$ cat config.mk
export PLATFORM = sky130hd
export DESIGN_NAME = timer_countdown
export DESIGN_NICKNAME = d
export VERILOG_FILES = /design/src/rtl/timer_pkg.sv /design/src/rtl/bcd_digit_dec.sv /design/src/rtl/timer_countdown.sv
export SDC_FILE = /design/constraint.sdc
export NUM_CORES = 1
export LEC_CHECK = 0
export CAP_MARGIN = 20
export CORE_MARGIN = 5
export CORE_UTILIZATION = 47
export CTS_BUF_LIST = sky130_fd_sc_hd__clkbuf_4
export DETAILED_ROUTE_END_ITERATION = 12
export HOLD_SLACK_MARGIN = 0.08
export PLACE_DENSITY = 0.78
export REMOVE_ABC_BUFFERS = 1
export SLEW_MARGIN = 5
export SYNTH_ARGS = -nofsm -noshare
export SYNTH_HDL_FRONTEND = slang
export SYNTH_SLANG_ARGS = --single-unit
$ cat constraint.sdc
create_clock -name clock -period 2.7 [get_ports clock]
set_clock_uncertainty 0.05 [all_clocks]
set_input_delay 0.675 -clock clock [delete_from_list [all_inputs] [get_ports clock]]
set_output_delay 0.675 -clock clock [all_outputs]
set_load 0.005 [all_outputs]
$ cat src/rtl/timer_pkg.sv
// Shared types and constants for the countdown timer.
// Holds the FSM state encoding and BCD helpers.
package timer_pkg;

   typedef enum logic [1:0] {
      IDLE  = 2'd0,
      RUN   = 2'd1,
      PAUSE = 2'd2,
      DONE  = 2'd3
   } state_e;

   localparam logic [3:0] BCD_ZERO = 4'd0;
   localparam logic [3:0] BCD_NINE = 4'd9;

   localparam logic [3:0] SEC_TENS_WRAP_DEF = 4'd5;

endpackage

$ cat src/rtl/bcd_digit_dec.sv
// One BCD digit of a borrow-chained decrementer.
// Wraps to wrap_value and borrows when a zero digit is asked to borrow.
module bcd_digit_dec
   import timer_pkg::*;
(
   input  logic [3:0] digit,
   input  logic       borrow_in,
   input  logic [3:0] wrap_value,
   output logic [3:0] digit_next,
   output logic       borrow_out
);

   // Decrement this digit when the lower digit borrows from it
   always_comb begin
      digit_next = digit;
      borrow_out = 1'b0;
      if (borrow_in) begin
         if (digit == BCD_ZERO) begin
            digit_next = wrap_value;
            borrow_out = 1'b1;
         end else begin
            digit_next = digit - 4'd1;
         end
      end
   end

endmodule

$ cat src/rtl/timer_countdown.sv
// Microwave-style mm:ss countdown timer with keypad entry.
// IDLE/RUN/PAUSE/DONE FSM driving a four-digit BCD decrementer.
module timer_countdown
   import timer_pkg::*;
#(
   parameter logic [3:0] SEC_TENS_WRAP = SEC_TENS_WRAP_DEF
) (
   input  logic       clock,
   input  logic       clear,
   input  logic [3:0] digit_in,
   input  logic       digit_valid,
   input  logic       start,
   input  logic       stop,
   input  logic       cancel,
   input  logic       tick,
   output logic [3:0] min_tens,
   output logic [3:0] min_ones,
   output logic [3:0] sec_tens,
   output logic [3:0] sec_ones,
   output logic       mag_on,
   output logic       done
);

   state_e     state_q, state_d;
   logic [3:0] mt_q, mo_q, st_q, so_q;
   logic [3:0] mt_d, mo_d, st_d, so_d;

   logic [3:0] mt_dec, mo_dec, st_dec, so_dec;
   logic       b_so, b_st, b_mo, b_mt;
   logic       is_zero, dec_zero;

   bcd_digit_dec u_so (
      .digit      (so_q),
      .borrow_in  (1'b1),
      .wrap_value (BCD_NINE),
      .digit_next (so_dec),
      .borrow_out (b_so)
   );

   bcd_digit_dec u_st (
      .digit      (st_q),
      .borrow_in  (b_so),
      .wrap_value (SEC_TENS_WRAP),
      .digit_next (st_dec),
      .borrow_out (b_st)
   );

   bcd_digit_dec u_mo (
      .digit      (mo_q),
      .borrow_in  (b_st),
      .wrap_value (BCD_NINE),
      .digit_next (mo_dec),
      .borrow_out (b_mo)
   );

   bcd_digit_dec u_mt (
      .digit      (mt_q),
      .borrow_in  (b_mo),
      .wrap_value (BCD_NINE),
      .digit_next (mt_dec),
      .borrow_out (b_mt)
   );

   // A borrow out of the top digit means 00:00; never apply it
   assign is_zero  = (mt_q == BCD_ZERO) && (mo_q == BCD_ZERO) &&
                     (st_q == BCD_ZERO) && (so_q == BCD_ZERO);
   assign dec_zero = (mt_dec == BCD_ZERO) && (mo_dec == BCD_ZERO) &&
                     (st_dec == BCD_ZERO) && (so_dec == BCD_ZERO);

   // Next-state and next-digit selection, priorities per state
   always_comb begin
      state_d = state_q;
      mt_d    = mt_q;
      mo_d    = mo_q;
      st_d    = st_q;
      so_d    = so_q;
      unique case (state_q)
         IDLE: begin
            if (cancel) begin
               mt_d = BCD_ZERO;
               mo_d = BCD_ZERO;
               st_d = BCD_ZERO;
               so_d = BCD_ZERO;
            end else if (start && !is_zero) begin
               state_d = RUN;
            end else if (digit_valid && digit_in <= BCD_NINE) begin
               mt_d = mo_q;
               mo_d = st_q;
               st_d = so_q;
               so_d = digit_in;
            end
         end
         RUN: begin
            if (stop) begin
               state_d = PAUSE;
            end else if (tick && !b_mt) begin
               mt_d = mt_dec;
               mo_d = mo_dec;
               st_d = st_dec;
               so_d = so_dec;
               if (dec_zero) state_d = DONE;
            end
         end
         PAUSE: begin
            if (cancel) begin
               state_d = IDLE;
               mt_d    = BCD_ZERO;
               mo_d    = BCD_ZERO;
               st_d    = BCD_ZERO;
               so_d    = BCD_ZERO;
            end else if (start) begin
               state_d = RUN;
            end
         end
         DONE: begin
            state_d = IDLE;
         end
         default: begin
            state_d = IDLE;
         end
      endcase
   end

   // State and digit registers with synchronous clear
   always_ff @(posedge clock) begin
      if (clear) begin
         state_q <= IDLE;
         mt_q    <= BCD_ZERO;
         mo_q    <= BCD_ZERO;
         st_q    <= BCD_ZERO;
         so_q    <= BCD_ZERO;
      end else begin
         state_q <= state_d;
         mt_q    <= mt_d;
         mo_q    <= mo_d;
         st_q    <= st_d;
         so_q    <= so_d;
      end
   end

   assign min_tens = mt_q;
   assign min_ones = mo_q;
   assign sec_tens = st_q;
   assign sec_ones = so_q;
   assign mag_on   = (state_q == RUN);
   assign done     = (state_q == DONE);

endmodule

==> impl_results.md, run 1 <==
- DRC viols: 0
- Simple-gate area share of the yosys netlist: 26.8%
- Peak supply drop: 0.000752 V
- Seq/Total Area, Yosys: 26.8%
- Ant diodes: 0
- Die area: 0.00403 sq mm
- Arrival time of the worst setup path: 2770 ps
- Period utilization: between 90% and 100%
- Final Power: 1.98 mW
- Slew headroom: 45.7%
- Clk root buf: clkbuf_4
- Fin. max-slew vios: 0
- Total number of vias: 1526
- Top_reg_cell synth: dfxtp_1
- Placed Area: about 0.0018 sq mm
- TNS Setup: 0 ps
- Yosys top cell by area: dfxtp_1
- Number of setup violations in the final report: 0
- Routability congestion estimate: 0.907
- Fin util: 65.3%
- Int Power: ~1.0 mW
- Post-synth EDFFs: 0
- Worst skew pair latency: roughly 310 ps
- Clk sinks: 18
- Minimum clock period: 2600 ps
- Cts bufs inserted: 3
- Post-route cell area: 0.00180 sq mm
- Final WS setup: ~100 ps
- Post-synth design cell area: 0.00135 sq mm
- Minimum hold slack: 487 ps
- Worst min path class: reg -> reg
- Drt initial violations: 155
- Post-Layout Cell Count: 249
- Post-synth top area share: 26.8%
- Initial antenna violation count: 0
- Met3 Use GR: around 4.6%
- Ports: 29
- Worst Path Max Fanout: 5
- Mean Syn Cell Area: approximately 7.6 sq um
- Static leakage: 0.697 nW
- Complex-gate fraction of the synthesized area: 28.7%
- Area of the multi-input gates: 908 sq um
- Max Cap Viol: 0
- Sequential share of power: 20.9%
- Worst path required time: between 2000 and 3000 ps
- Status: completed
- CTS Buffer Depth: 2
- GRT Total Usage: 20.0%
- Placeable core region: ~0.0028 sq mm
- Row count: 19
- Net Sw Frac: between 40% and 50%
- FF/Latch Area: 360 sq um
- Busiest grt layer: met2
- DR WL/cell: 16.1 microns
- Power per cell area: around 1100 mW/mm^2
- FF+latch count, synth: 18
- Drt via density: 6.13
- Endpoints failing hold: 0
- Setup bufs post-CTS: 0
- Max Fclk: 385 MHz
- Drt pass-1 iters: 4
- Initial Utilization: 48.8%
- Post-DP HPWL: 2.91 mm
- Cells after Synth: 178
- Ys Warns: 0
- Nets@finish: about 240
- Number of global-route vias before repair: 1488
- Largest family of logic cells by synthesized area: compound AO/OA/AOI/OAI gates
- Total gr overflow: 0
- Final WL: approximately 4.0 mm
- Pin count of the biggest net entering global routing: 19
- Area delta synth->final: 34.0%
- Clock power frac: 7.4%
- Synth top area cells: dfxtp_1, ha_1, nor2_1, a221oi_1, a21oi_1
- Die H: 63.5 microns
- Crit end category: flip-flop
- First-pass GRT wire length: between 6 and 7 mm
- Pre-CTS setup slack: -68.6 ps
- Routed Antenna Nets: 0
- Gate power share: 71.7%
- Asr flop ratio synth: 0%
- GR Util met2: 33.4%
- DP Cell Count: 245
- Fraction of the mapped netlist area in adder cells: 6.51%
- Post-Synth XOR/XNOR Area: 1.30%
- Psw: between 0.9 and 1 mW
- Layout cell share with drive strength beyond 1: ~16%
- Multiplexer area fraction after synthesis: 2.42%
- PortBufs: 28
- Slew @ Worst Pin: 812 ps
- Worst setup SP type: flip-flop
- Unique masters post-synth: 44
- H-tree levels: 1
- Die W: 63.5 microns
- CTS tree: built
- # hold bufs at CTS: 0
- Routing usage on met1: 24.7%
- Reg clk slew, reported paths: 110 ps
- Crit Path Category: reg -> reg
- Fillers: 239
[registers in the layout, indices dropped and copies added (netlist names)]
signal / cells
sec_ones: 4
sec_tens: 4
state_q: 2
min_tens: 4
min_ones: 4
[layout make-up]
type,instances,share of cell area [%]
flip-flops and latches,18,20.0
clock buffers,3,1.25
clock inverters,1,0.208
repair buffers,48,23.9
multi-input cells,138,50.4
well taps,31,2.15
inverters,10,2.08
[logic make-up after synthesis]
| group | Yosys count |
|---|---|
| AO/OA/AOI/OAI | 54 |
| XOR/XNOR | 2 |
| AND/OR/NAND/NOR | 72 |
| multiplexers | 3 |
| flip-flops | 18 |
| adder cells (fa/ha/maj) | 7 |
| buffers and inverters | 22 |
[cells in the final DEF, fill, tap and decap left out, types with 6 or more instances in the layout]
| cell type | n |
|---|---|
| a21oi_1 | 12 |
| a221oi_1 | 8 |
| buf_4 | 20 |
| clkdlybuf4s50_1 | 28 |
| dfxtp_1 | 18 |
| ha_1 | 6 |
| inv_1 | 10 |
| nand2_1 | 15 |
| nand3_1 | 6 |
| nor2_1 | 23 |
| nor3_1 | 11 |
| o21ai_0 | 8 |
[power by group through the flow]
stage          combinational (mW)  sequential (mW)  clock [mW]
2_1_floorplan               0.792            0.446           0
3_3_place_gp                 1.35            0.410           0
3_5_place_dp                 1.38            0.416           0
4_1_cts                      1.39            0.409       0.152
5_1_grt                      1.56            0.423       0.162
6_report                     1.42            0.413       0.147
[worst max-delay path, stage by stage (launching register included)]
cell,delay [ps]
dfxtp_1,330
inv_1,110
ha_4,160
or4b_4,510
o31ai_4,170
or3b_1,360
a2111o_1,390
a31o_1,230
a221oi_2,210
[Yosys cell counts (2+ instances only)]
| cell | instances |
|---|---|
| a21oi_1 | 12 |
| a31oi_1 | 2 |
| nand3_1 | 6 |
| o31ai_1 | 2 |
| a221oi_1 | 8 |
| mux2_2 | 2 |
| buf_2 | 2 |
| nand2b_1 | 2 |
| a311oi_1 | 2 |
| and3_1 | 3 |
| dfxtp_1 | 18 |
| xor2_1 | 2 |
| or4_1 | 2 |
| buf_6 | 2 |
| buf_1 | 2 |
| o21ai_0 | 8 |
| clkbuf_1 | 6 |
| nor3_1 | 12 |
| nand2_1 | 15 |
| ha_1 | 7 |
| a21o_1 | 2 |
| a211oi_1 | 4 |
| nor2_1 | 23 |
| inv_1 | 10 |
| o21ai_1 | 5 |
[layer usage]
| metal | routed length (microns) | share of wire (%) | vias up |
|---|---|---|---|
| met5 | 0 | 0 | - |
| met4 | 29 | 0.73 | 0 |
| met3 | 295 | 7.4 | 4 |
| met2 | 1990 | 50 | 82 |
| met1 | 1680 | 42 | 707 |
| li1 | - | - | 733 |
[what timing repair did]
item,4_1_cts,5_1_grt
resized for setup,0,4
endpoints found under the setup margin,0,4
hold endpoints to repair,0,0
[final timing paths]
kind | endpoint | depth (start not counted) | from | slack [ps]
setup / recovery | state_q[0]$_SDFFE_PP0P_ | 8 | sec_ones[0]$_SDFFE_PP0P_ | 100
hold / removal | min_tens[3]$_SDFFE_PP0P_ | 2 | min_tens[3]$_SDFFE_PP0P_ | 490
setup reg to reg | state_q[0]$_SDFFE_PP0P_ | 8 | sec_ones[0]$_SDFFE_PP0P_ | 100
hold reg to reg | min_tens[3]$_SDFFE_PP0P_ | 2 | min_tens[3]$_SDFFE_PP0P_ | 490
(Power assumes the default switching activity.)
==> run 2: changes to the inputs <==
CORE_UTILIZATION = 50   (was 47)
PLACE_DENSITY = 0.79   (was 0.78)
SLEW_MARGIN = default   (was 5)
SYNTH_HIERARCHICAL = 1   (was default)
==> run 2 against run 1 <==
Effect of this change: synthesized cell count up 17%; setup slack worse by 64 ps; utilization is 8.3 points higher; routed wire length grew 32%; critical endpoint is now sec_ones[0]$_SDFFE_PP0P_; largest power group unchanged.
==> impl_results.md, run 2 <==
- Status: completed
- # hold bufs at CTS: 0
- Yosys top cell by area: dfxtp_1
- Minimum clock period: roughly 2700 ps
- Minimum hold slack: 475 ps
- Drt via density: 6.17
- Post-synth EDFFs: 0
- Arrival time of the worst setup path: 2810 ps
- Cells after Synth: roughly 210
- Die W: just under 70 microns
- Final WS setup: about 38 ps
- Power per cell area: 1360 mW/mm^2
- Number of global-route vias before repair: 1799
- Seq/Total Area, Yosys: roughly a fifth
- Slew headroom: approximately 63%
- Crit Path Category: reg -> reg
- Final WL: 5.30 mm
- Unrepaired setup endpoints after global routing: true
- Unique masters post-synth: 36
- Static leakage: 0.959 nW
- Routability congestion estimate: 0.824
- Busiest grt layer: met2
- Initial antenna violation count: 0
- Nets@finish: 301
- Die H: 69.5 microns
- Reg2reg end: sec_ones[0]$_SDFFE_PP0P_
- Area of the multi-input gates: 0.00139 sq mm
- Fillers: 246
- Cell count of the worst reg-to-reg path: 13
- Post-synth top area share: between 20% and 30%
- DRC viols: 0
- Die area: approximately 0.0048 sq mm
- Initial Utilization: 52.2%
- Total number of vias: 2006
- R2r setup slk: 40 ps
- Post-synth design cell area: between 0.0015 and 0.002 sq mm
- FF+latch count, synth: 18
- FF/Latch Area: 363 sq um
- Pre-CTS setup slack: -129 ps
- Cts bufs inserted: 3
- First-pass GRT wire length: 8.45 mm
- DR WL/cell: ~16 microns
- Met3 Use GR: 1.74%
- GR Util met2: 35.2%
- Drt initial violations: 196
- Asr flop ratio synth: 0%
- Endpoints failing hold: 0
- Reg clk slew, reported paths: 110 ps
- Reg2reg start: sec_ones[1]$_SDFFE_PP0P_
- Synth top area cells: dfxtp_1, a311oi_2, a21oi_1, a22oi_1, ha_1
- Slew @ Worst Pin: 551 ps
- Peak supply drop: just under 0.0006 V
- CTS Buffer Depth: 2
- Top_reg_cell synth: dfxtp_1
- Worst min path class: reg -> reg
- Count leader, synth: a21oi_1
- Max Cap Viol: 0
- Hold Crit Depth: 2
- Number of setup violations in the final report: 0
- Placeable core region: 0.00339 sq mm
- Clk sinks: 18
- Post-DP HPWL: 3.53 mm
- Worst setup SP type: flip-flop
- Placed Area: between 0.002 and 0.0025 sq mm
- Mean Syn Cell Area: 8.50 sq um
- Routed Antenna Nets: 0
- Layout cell share with drive strength beyond 1: 31.9%
- Total gr overflow: 0
- H-tree levels: 1
- Period utilization: between 90% and 100%
- Ant diodes: 0
- Crit path capture: sec_ones[0]$_SDFFE_PP0P_
- Ports: 29
- Row count: 21
- Drt pass-1 iters: 5
- CP startpoint: sec_ones[1]$_SDFFE_PP0P_
- Post-route cell area: 0.00250 sq mm
- Max Fclk: between 300 and 400 MHz
- Routing usage on met1: 26.7%
- CTS tree: built
- Post-synth top cells: a21oi_1, dfxtp_1, a22oi_1
- Worst path required time: 2850 ps
- Clk root buf: clkbuf_4
- GRT Total Usage: 20.5%
- PortBufs: 28
- Commonest non-fill, non-tap cell in the layout: buf_4
- Ys Warns: 6
- Area delta synth->final: 41.3%
- Pin count of the biggest net entering global routing: 33
- Worst skew pair latency: 300 ps
- Fin. max-slew vios: 0
- Crit end category: flip-flop
- Worst Path Max Fanout: 12
- Commonest cells after routing, fill and taps aside: buf_4, clkdlybuf4s50_1, a21oi_1, conb_1
[run 2: changes by cell type after synthesis, moves of 7 or more]
cell and change:
a22oi_1 +16, a21oi_1 +14, nor4_1 +7, a221oi_1 -7, nor2_1 -18, a311oi_2 +14, nand2_1 -7
[run 2: worst min-delay path by stage]
stage                              end               startpoint
5_1_grt        state_q[1]$_SDFFE_PP0P_  state_q[1]$_SDFFE_PP0P_
6_report       state_q[1]$_SDFFE_PP0P_  state_q[1]$_SDFFE_PP0P_
2_1_floorplan  state_q[1]$_SDFFE_PP0P_  state_q[1]$_SDFFE_PP0P_
3_3_place_gp   state_q[1]$_SDFFE_PP0P_  state_q[1]$_SDFFE_PP0P_
4_1_cts        state_q[1]$_SDFFE_PP0P_  state_q[1]$_SDFFE_PP0P_
3_5_place_dp   state_q[1]$_SDFFE_PP0P_  state_q[1]$_SDFFE_PP0P_
[run 2: per-stage QoR]
stage	instances	setup TNS (ps)	util, %	power [mW]
finish	325	0	73.7	3.39
global route	325	-221	73.7	3.63
CTS	316	-1.09	70.7	3.10
detailed placement	309	-787	67.9	2.85
global placement	309	-130	67.9	2.80
floorplan	208	-14460	-	1.91
[run 2: layout make-up]
class | count | area share [%]
multi-input cells | 177 | 55.6
repair buffers | 68 | 24.7
flip-flops and latches | 18 | 14.5
well taps | 46 | 2.30
inverters | 13 | 1.95
clock buffers | 3 | 0.902
[run 2: repair_timing]
action,CTS,global route
cloned,0,1
gates resized for setup,16,15
setup buffers,4,9
endpoints found under the setup margin,18,18
pin swaps,7,14
[run 2: layer usage]
metal  vias to the layer above  wire, microns
met5                         -              0
met4                         0            127
met3                        18            342
met2                       101           2570
met1                       956           2260
li1                        931              -
[run 2: report_power, final]
part / leakage (nW) / switching, mW / internal, mW
Sequential: 0.149 / 0.173 / 0.387
Clock: 0.0138 / 0.0936 / 0.0521
Combinational: 0.796 / 1.30 / 1.38
Total: 0.959 / 1.57 / 1.82
[run 2: critical path, stage by stage, from the launching register on]
cell,delay (ps)
dfxtp_2,350
inv_2,50
ha_4,150
nor3b_4,140
and2_4,160
and2_4,130
and2_4,130
buf_4,150
and2_4,140
o31a_1,260
a311oi_4,290
buf_6,210
a21oi_2,70
a311oi_1,260
[run 2: logic make-up (layout without fill, tap and decap cells)]
family | after synthesis | in the layout | share of synthesized area [%]
AOI/OAI and AO/OA | 77 | 77 | 35.7
and+or+nand+nor | 69 | 69 | 25.7
buffers and inverters | 28 | 84 | 8.63
DFF | 18 | 18 | 20.4
adders and majority gates | 9 | 9 | 6.37
muxes | 5 | 5 | 2.83
other | 2 | 17 | 0.425
==> RTL edit (flow settings as in run 1) <==
The 4 states of `state_e` get a Gray code encoding in 2 bits.
--- a/src/rtl/timer_pkg.sv
+++ b/src/rtl/timer_pkg.sv
@@ -3,10 +3,10 @@
 package timer_pkg;
 
    typedef enum logic [1:0] {
-      IDLE  = 2'd0,
-      RUN   = 2'd1,
-      PAUSE = 2'd2,
-      DONE  = 2'd3
+      IDLE  = 2'b00,
+      RUN   = 2'b01,
+      PAUSE = 2'b11,
+      DONE  = 2'b10
    } state_e;
 
    localparam logic [3:0] BCD_ZERO = 4'd0;
Check against the original RTL: same outputs for any inputs over 10 cycles, from zero or initial values; not proved beyond that.
==> RTL edit against run 1 <==
Sequential share of layout area rose by 1.2 points; worst setup slack improved by 160 ps; wire length fell by 0.38%; via count fell by 0.52%; count of clock-buffer cells in the layout did not move; area after synthesis fell by 0.28%; sequential cell count did not move; design area fell by 5.5%; non-clock buffer count fell by 9.
Power is not compared: it rests on default switching activity, and its combinational part moved more than twofold at a synthesized area within 25%.
==> RTL edit: results (changes against run 1) <==
| Metric | Value |
|---|---|
| Status | `finished clean (unchanged)` |
| GRT Overall Usage | `19.6% (was 20.0%)` |
| Detailed Place HPWL | `2790 um (was 2910 um)` |
| Met1 Track Usage GR | `25.2% (was 24.7%)` |
| Lkg Pwr | `0.610 nW` |
| Final Wtd Congestion | `0.812 (was 0.907)` |
| Number of global-route vias before repair | `1414 (was 1488)` |
| Diode count | `0 (unchanged)` |
| Fill cells | `248 (was 239)` |
| Largest net degree at the start of global routing | `17 (was 19)` |
| Crit path DAT | `2580 ps (was 2770 ps)` |
| First-pass GRT wire length | `6530 um (was 6740 um)` |
| Min-Delay Path Class | `register to register (unchanged)` |
| Register area share after synthesis | `26.9% (was 26.8%)` |
| Nets | `209 (was 237)` |
| Via density | `6.66 (was 6.13)` |
| Synth top area cells | `dfxtp_1 (27%), a31oi_1 (6.1%), a211oi_1 (5.6%) (was dfxtp_1 (27%), ha_1 (6.5%), nor2_1 (6.4%))` |
| Max FO, Critical Path | `15 (was 5)` |
| Worst slew margin | `69.7% (was 45.7%)` |
| Async SR Flop Fraction | `0% (unchanged)` |
| R2r setup slk | `260 ps (was 100 ps)` |
| Met3 GRT Util | `3.73% (was 4.62%)` |
| FF-to-FF Start | `sec_tens[0] (was sec_ones[0])` |
| CP Capture Point | `sec_tens[2] (was state_q[0])` |
| R2R depth | `5 (was 8)` |
| Initial DRC count | `106 (was 155)` |
| Worst skew pair latency | `290 ps (was 310 ps)` |
| Layout cells sized above 1 | `13.7% (was 15.6%)` |
| CTS Buf Count | `3 (unchanged)` |
| GR Util met2 | `31.9% (was 33.4%)` |
| Synth cell count leaders | `dfxtp_1 (18), nor2_1 (15), a21oi_1 (14) (was nor2_1 (23), dfxtp_1 (18), nand2_1 (15))` |
| Synth cell types | `48 (was 44)` |
| Drt first pass iters | `5 (was 4)` |
| Avg WL per Cell | `17.5 um (was 16.1 um)` |
==> RTL edit: kinds of logic after synthesis <==
logic type	after synthesis	synth area share (%)
simple gates	57	25.7
buf+inv	17	5.78
mux	2	1.68
compound gates	74	40.0
flops	18	26.9
==> RTL edit: power groups by stage <==
| stage | registers (W) | logic, W | clock network, W |
|---|---|---|---|
| 6_report | 0.000380 | 0.000579 | 0.000139 |
| 5_1_grt | 0.000391 | 0.000628 | 0.000161 |
| 4_1_cts | 0.000378 | 0.000575 | 0.000147 |
| 3_5_place_dp | 0.000384 | 0.000572 | 0 |
| 3_3_place_gp | 0.000382 | 0.000558 | 0 |
| 2_1_floorplan | 0.000376 | 0.000344 | 0 |
==> RTL edit: layout make-up <==
type | count | area, sq um | share of cell area [%]
clock buffers | 3 | 22.5 | 1.32
clock inverters | 1 | 3.75 | 0.220
inverters | 3 | 11.3 | 0.661
multi-input cells | 133 | 903 | 53.0
flip-flops and latches | 18 | 360 | 21.2
well taps | 31 | 38.8 | 2.28
repair buffers | 39 | 363 | 21.3
==> RTL edit: how the worst min path moves through the flow <==
stage                      from          end  slack, ps  cells past startpoint
CTS                 min_tens[0]  min_tens[0]        470                      2
floorplan           min_tens[0]  min_tens[0]        440                      2
global route        min_tens[0]  min_tens[0]        500                      2
detailed placement  min_tens[0]  min_tens[0]        450                      2
global placement    min_tens[0]  min_tens[0]        440                      2
finish              min_tens[0]  min_tens[0]        460                      2
==> RTL edit: per-stage QoR <==
stage / std cells / instance area (sq um) / setup WS [ps] / util [%] / hold slack (ps)
floorplan: 154 / 1270 / 371 / - / 441
detailed placement: 224 / 1680 / 107 / 60.8 / 452
global placement: 224 / 1680 / 147 / 60.8 / 444
CTS: 228 / 1700 / 290 / 61.8 / 467
finish: 228 / 1700 / 262 / 61.8 / 461
global route: 228 / 1700 / 148 / 61.8 / 496
==> RTL edit: per-layer routing <==
metal,up-vias,share of wire (%)
li1,725,-
met1,706,42
met2,79,49
met3,8,7.9
met4,0,1.3
met5,-,0
==> RTL edit: critical path, stage by stage, from the launching register on <==
cell and delay, ps:
dfxtp_1 400, or4_1 680, and4bb_2 440, a2111o_2 350, nand4_1 120, a32o_1 280
